$ cat config.mk
export PLATFORM = sky130hd
export DESIGN_NAME = wrf_tx_arbiter
export DESIGN_NICKNAME = d
export VERILOG_FILES = /design/src/rtl/wrf_tx_arbiter.sv
export SDC_FILE = /design/constraint.sdc
export NUM_CORES = 1
export LEC_CHECK = 0
export ABC_AREA = 1
export CORE_UTILIZATION = 30
export CTS_BUF_LIST = sky130_fd_sc_hd__clkbuf_2
export CTS_CLUSTER_DIAMETER = 40
export CTS_CLUSTER_SIZE = 20
export DETAILED_ROUTE_END_ITERATION = 10
export GPL_ROUTABILITY_DRIVEN = 1
export GPL_TIMING_DRIVEN = 0
export PLACE_DENSITY = 0.63
export SYNTH_ARGS = -nofsm -noshare
export SYNTH_HDL_FRONTEND = slang
export SYNTH_SLANG_ARGS = --single-unit
export TNS_END_PERCENT = 5
$ cat constraint.sdc
create_clock -name wrf_clk -period 1.5 [get_ports wrf_clk]
set_clock_uncertainty 0.15 [all_clocks]
set_input_delay 0.225 -clock wrf_clk [delete_from_list [all_inputs] [get_ports wrf_clk]]
set_output_delay 0.225 -clock wrf_clk [all_outputs]
set_load 0.03 [all_outputs]
$ cat src/rtl/wrf_tx_arbiter.sv
`default_nettype none
// +--------------------------------------------------------------------------+
// | Module  : wrf_tx_arbiter                                                 |
// | Purpose : Round-robin scheduler sharing one WR fabric TX port between    |
// |           N_SRC frame generators. Grants one source at a time, pulses    |
// |           its send strobe, muxes its 16-bit valid/ready stream onto the  |
// |           fabric, closes the frame after FRAME_WORDS accepted words,     |
// |           inserts an inter-frame gap and aborts stalled frames.          |
// | Ports   : wrf_clk/wrf_rst   clock, async active-high reset               |
// |           src_req/src_send  per-source request level / start pulse       |
// |           src_valid/src_data/src_ready  per-source stream                |
// |           wrf_valid/wrf_data/wrf_ready  fabric stream                    |
// |           busy, grant_idx, frame_cnt, err_timeout  status                |
// | Config  : `define WRF_TX_ARB_STATS_EN enables the frame counter and an   |
// |           internal 8-bit saturating abort counter (abort_cnt_q).         |
// | Revision: 1.0  initial release                                           |
// +--------------------------------------------------------------------------+
module wrf_tx_arbiter #(
  parameter int N_SRC       = 2,
  parameter int FRAME_WORDS = 127,
  parameter int GAP_CYCLES  = 8,
  parameter int TIMEOUT     = 1023,
  localparam int GW         = (N_SRC > 1) ? $clog2(N_SRC) : 1
) (
  input  logic                wrf_clk,
  input  logic                wrf_rst,
  input  logic [N_SRC-1:0]    src_req,
  output logic [N_SRC-1:0]    src_send,
  input  logic [N_SRC-1:0]    src_valid,
  input  logic [16*N_SRC-1:0] src_data,
  output logic [N_SRC-1:0]    src_ready,
  output logic                wrf_valid,
  output logic [15:0]         wrf_data,
  input  logic                wrf_ready,
  output logic                busy,
  output logic [GW-1:0]       grant_idx,
  output logic [15:0]         frame_cnt,
  output logic                err_timeout
);

  localparam int WCW = ($clog2(FRAME_WORDS) > 7) ? $clog2(FRAME_WORDS) : 7;
  localparam int TCW = (TIMEOUT > 2) ? $clog2(TIMEOUT) : 1;
  localparam int GCW = (GAP_CYCLES > 2) ? $clog2(GAP_CYCLES) : 1;
  localparam logic [WCW-1:0] LAST_WORD = WCW'(FRAME_WORDS - 1);
  localparam logic [TCW-1:0] LAST_IDLE = TCW'(TIMEOUT - 1);
  localparam logic [GCW-1:0] LAST_GAP  = GCW'((GAP_CYCLES > 0) ? GAP_CYCLES - 1 : 0);

  typedef enum logic [2:0] {
    S_IDLE       = 3'd0,
    S_START      = 3'd1,
    S_WAIT_VALID = 3'd2,
    S_XFER       = 3'd3,
    S_GAP        = 3'd4
  } state_t;

  state_t           state_q, state_d;
  logic [GW-1:0]    grant_q, grant_d;
  logic [GW-1:0]    ptr_q, ptr_d;
  logic [N_SRC-1:0] send_q, send_d;
  logic [WCW-1:0]   word_q, word_d;
  logic [TCW-1:0]   idle_q, idle_d;
  logic [GCW-1:0]   gap_q, gap_d;
  logic             err_q, err_d;
  logic             frame_done;

  logic             pick_found;
  logic [GW-1:0]    pick_idx;
  logic [N_SRC-1:0] pick_oh;
  logic             mux_open;
  logic             sel_valid;
  logic [15:0]      sel_data;
  logic             accept;

  // Round-robin search starting at ptr+1. Offsets are scanned from farthest
  // to nearest so the nearest requester is the last (winning) assignment.
  always_comb begin
    pick_found = 1'b0;
    pick_idx   = '0;
    pick_oh    = '0;
    for (int k = N_SRC; k >= 1; k--) begin
      for (int i = 0; i < N_SRC; i++) begin
        if ((i == ((int'(ptr_q) + k) % N_SRC)) && src_req[i]) begin
          pick_found = 1'b1;
          pick_idx   = GW'(i);
          pick_oh    = '0;
          pick_oh[i] = 1'b1;
        end
      end
    end
  end

  // Stream mux: open while waiting for or transferring the granted frame.
  assign mux_open = (state_q == S_WAIT_VALID) || (state_q == S_XFER);

  always_comb begin
    sel_valid = 1'b0;
    sel_data  = '0;
    src_ready = '0;
    for (int i = 0; i < N_SRC; i++) begin
      if (grant_q == GW'(i)) begin
        sel_valid = src_valid[i];
        sel_data  = src_data[16*i +: 16];
        if (mux_open) begin
          src_ready[i] = wrf_ready;
        end
      end
    end
  end

  assign wrf_valid = mux_open & sel_valid;
  assign wrf_data  = wrf_valid ? sel_data : 16'h0000;
  assign accept    = wrf_valid & wrf_ready;

  always_comb begin
    state_d    = state_q;
    grant_d    = grant_q;
    ptr_d      = ptr_q;
    send_d     = '0;
    word_d     = word_q;
    idle_d     = idle_q;
    gap_d      = gap_q;
    err_d      = 1'b0;
    frame_done = 1'b0;
    case (state_q)
      S_IDLE: begin
        if (pick_found) begin
          grant_d = pick_idx;
          ptr_d   = pick_idx;
          send_d  = pick_oh;
          state_d = S_START;
        end
      end
      S_START: begin
        word_d  = '0;
        idle_d  = '0;
        state_d = S_WAIT_VALID;
      end
      S_WAIT_VALID, S_XFER: begin
        if (sel_valid) begin
          state_d = S_XFER;
        end
        // An accepted word clears the idle counter, so completion always
        // takes precedence over a coincident timeout.
        if (accept) begin
          idle_d = '0;
          if (word_q == LAST_WORD) begin
            frame_done = 1'b1;
            gap_d      = '0;
            state_d    = S_GAP;
          end else begin
            word_d = word_q + 1'b1;
          end
        end else if (idle_q == LAST_IDLE) begin
          err_d   = 1'b1;
          gap_d   = '0;
          state_d = S_GAP;
        end else begin
          idle_d = idle_q + 1'b1;
        end
      end
      S_GAP: begin
        // GAP_CYCLES of 0 still spends one transit cycle here.
        if (gap_q >= LAST_GAP) begin
          state_d = S_IDLE;
        end else begin
          gap_d = gap_q + 1'b1;
        end
      end
      default: state_d = S_IDLE;
    endcase
  end

  always_ff @(posedge wrf_clk or posedge wrf_rst) begin
    if (wrf_rst) begin
      state_q <= S_IDLE;
      grant_q <= '0;
      ptr_q   <= GW'(N_SRC - 1);
      send_q  <= '0;
      word_q  <= '0;
      idle_q  <= '0;
      gap_q   <= '0;
      err_q   <= 1'b0;
    end else begin
      state_q <= state_d;
      grant_q <= grant_d;
      ptr_q   <= ptr_d;
      send_q  <= send_d;
      word_q  <= word_d;
      idle_q  <= idle_d;
      gap_q   <= gap_d;
      err_q   <= err_d;
    end
  end

`ifdef WRF_TX_ARB_STATS_EN
  logic [15:0] frame_q;
  logic [7:0]  abort_cnt_q;

  always_ff @(posedge wrf_clk or posedge wrf_rst) begin
    if (wrf_rst) begin
      frame_q     <= '0;
      abort_cnt_q <= '0;
    end else begin
      if (frame_done) begin
        frame_q <= frame_q + 16'd1;
      end
      if (err_d && (abort_cnt_q != 8'hFF)) begin
        abort_cnt_q <= abort_cnt_q + 8'd1;
      end
    end
  end

  assign frame_cnt = frame_q;
`else
  logic unused_frame_done;
  assign unused_frame_done = frame_done;
  assign frame_cnt         = 16'h0000;
`endif

  assign src_send    = send_q;
  assign busy        = (state_q != S_IDLE);
  assign grant_idx   = grant_q;
  assign err_timeout = err_q;

endmodule
`default_nettype wire

==> results.txt <==
CTS H-tree depth: 1
Routability Congestion: 0.777
WL/cell: 11.7 um
Synth Register Bits: 28
Area after DPL: 2990 um2
critical path, cell by cell: buf_6, nand2_4, o21ai_4, nor2_4, inv_6, buf_12, a21oi_4, buf_6
Worst-Skew Late Latency: 0.36 ns
Final period util: 139%
slowest CP cell: dfrtp_2
die area: 7100 um2
CTS tree: built
clock tree sinks: 28
WP data arrival: 1.71 ns
sequential cell area: 706 um2
Mapped Area: 2030 um2
core box area: 6460 um2
worst r2r src: idle_q[0]$_DFFE_PP0P_
DP HPWL: 3.78 mm
CP top delay family: flip-flops
fmax: 0.480 GHz
Critical Path Most Common Cell: buf_6
CTS Hold Bufs: 0
proportion of synthesized area in mux cells: 0%
Peak VDD IR: 0.529 mV
Period minus WS final: 2.08 ns
vias in the first global route: 1856
nets: 421
# rows: 29
proportion of layout cells with a drive suffix above 1: 28.5%
Simple-Gate Fraction of Synth Area: 38.9%
I/O pins: 79
first-pass GRT wire length: 8.83 mm
port bufs: 62
Max-Cap Viols: 0
commonest non-fill, non-tap cell in the layout: nand2_1
Leak: 1.56 nW
failing checks: design-rule violations, negative setup slack
Max Buffers Root-to-Sink: 2
root buf cell: clkbuf_2
antenna violations before repair: 0
worst setup margin: -0.582 ns
DIE WIDTH: 84.3 um
critical path class: reg -> out
Crit. Startpoint: grant_idx$_DFFE_PP0P_
final core utilization: 50.0%
RSZ-0062 raised after global routing: yes
largest net degree at the start of global routing: 29
syn_area_per_cell: 7.13 um2
Worst Tran Pin Value: 1.09 ns
Warnings, synthesis: 0
synthesized-area fraction occupied by adder cells: 3.70%
multi-input logic area: 1370 um2
DP Worst Slack: -1.01 ns
CP startpoint kind: register
GRT Overall Usage: 14.9%
First DRT Iteration DRCs: 110
Starting Density: 31.4%
Seq/Total Area, Yosys: 34.6%
HP Class: in -> async
relative slew slack: 27.1%
xor/xnor share of the synthesized area: 3.02%
clock slew at reported path FFs: 0.27 ns
Total Wirelength: 5.27 mm
non-filler instance count after layout: 452
status: finished, violations left
power per cell area: 1500 nW/um2
largest fanout on the critical path: 5
total number of vias: 1990
ANT cells: 0
total power: 4.86 mW
final setup fails: 44
Synth Instances: 285
placed cell count: 439
Fill cells: 634
most frequent cells in the layout: 102 x nand2_1, 38 x clkdlybuf4s50_1, 24 x dfrtp_1
Setup TNS: -14.85 ns
Max Slew Vio Count: 0
CP Buf/Inv Count: 4
vias per cell: 4.40
CP endpoint kind: primary output
drt pass-1 iters: 9
fin area: 3230 um2
DRC violations left: 30
Overflow after GRT: 0
combinational family with the most area after synthesis: simple AND/OR/NAND/NOR gates
synthesis-to-layout area growth: 59.0%
Distinct cells, synth: 30
CTS Buf Count: 3
worst path required time: 1.12 ns
final hold violations: 0
Hold WS: 0.241 ns
Compound-Gate Fraction of Synth Area: 8.01%
max incr delay on CP: 0.50 ns
Die Y: 84.3 um
Final ANT Viol Nets: 0
[final timing paths]
check | slack, ns | cells past startpoint | to
min in group wrf_clk | 0.25 | 3 | src_send[0]$_DFF_PP0_
worst min register to register | 0.40 | 2 | ptr_q$_DFFE_PP1P_
worst max register to register | -0.23 | 8 | idle_q[0]$_DFFE_PP0P_
max in group asynchronous | 0.24 | 2 | state_q[2]$_DFFE_PP0P_
worst max-delay path | -0.58 | 8 | wrf_data[10]
worst min-delay path | 0.24 | 2 | idle_q[8]$_DFFE_PP0P_
[registers in the layout, summed over array words and instances, names as in the netlist]
signal,flops
err_timeout,1
gap_q,3
grant_idx,1
idle_q,10
ptr_q,1
src_send,2
state_q,3
word_q,7
[Yosys cell counts]
cell | instances | area (um2)
nand2_1 | 105 | 394
dfrtp_1 | 27 | 676
nand3_1 | 24 | 120
inv_1 | 20 | 75.1
nor2_1 | 18 | 67.6
a21oi_1 | 17 | 85.1
buf_4 | 16 | 120
ha_1 | 6 | 75.1
inv_2 | 6 | 22.5
nand2_4 | 5 | 56.3
o21ai_0 | 5 | 25.0
xor2_1 | 5 | 43.8
nor3_1 | 4 | 20.0
o21ai_1 | 4 | 20.0
nand3_4 | 3 | 52.6
nand4_1 | 3 | 18.8
buf_2 | 2 | 10.0
nor2_4 | 2 | 22.5
xnor2_1 | 2 | 17.5
a21o_1 | 1 | 7.51
a21oi_4 | 1 | 16.3
buf_1 | 1 | 3.75
clkbuf_1 | 1 | 3.75
conb_1 | 1 | 3.75
dfstp_2 | 1 | 26.3
nor2_2 | 1 | 6.26
nor2_8 | 1 | 20.0
o21ai_2 | 1 | 8.76
or2_1 | 1 | 6.26
or2_2 | 1 | 6.26
[cells by family (layout without fill, tap and decap cells)]
kind of cell             Yosys count  in the layout
AND/OR/NAND/NOR                  168            168
buffers and inverters             46            121
AO/OA/AOI/OAI                     29             29
flip-flops                        28             28
XOR/XNOR                           7              7
adder cells (fa/ha/maj)            6              6
other                              1             16
[repair_timing]
action                     CTS  global route
pin swaps                   11             6
gates resized for setup    160             7
setup endpoints to repair   49            49
gates cloned                 1             0
hold endpoints to repair     0             0
buffers inserted             8             0
[power breakdown]
| part | switching, mW | leakage [nW] | total, mW | internal (mW) |
|---|---|---|---|---|
| combinational | 2.08 | 1.17 | 3.46 | 1.39 |
| clock | 0.227 | 0.0140 | 0.285 | 0.0579 |
| sequential | 0.174 | 0.371 | 1.11 | 0.936 |
[area by class of cell]
cell class                      instances  share of cell area [%]
Multi-Input combinational cell        226                    42.4
Timing Repair Buffer                   71                    23.4
Sequential cell                        28                    21.9
Buffer                                 20                    5.46
Inverter                               26                    3.25
Tap cell                               77                    2.98
Clock buffer                            3                   0.465
Clock inverter                          1                   0.116
[layer usage]
metal | part of all wire [%] | track usage [%]
met5 | 0 | 0
met4 | 0.44 | 3.29
met3 | 8.2 | 2.65
met2 | 47 | 25.7
met1 | 45 | 19.5
(Power assumes the default switching activity.)
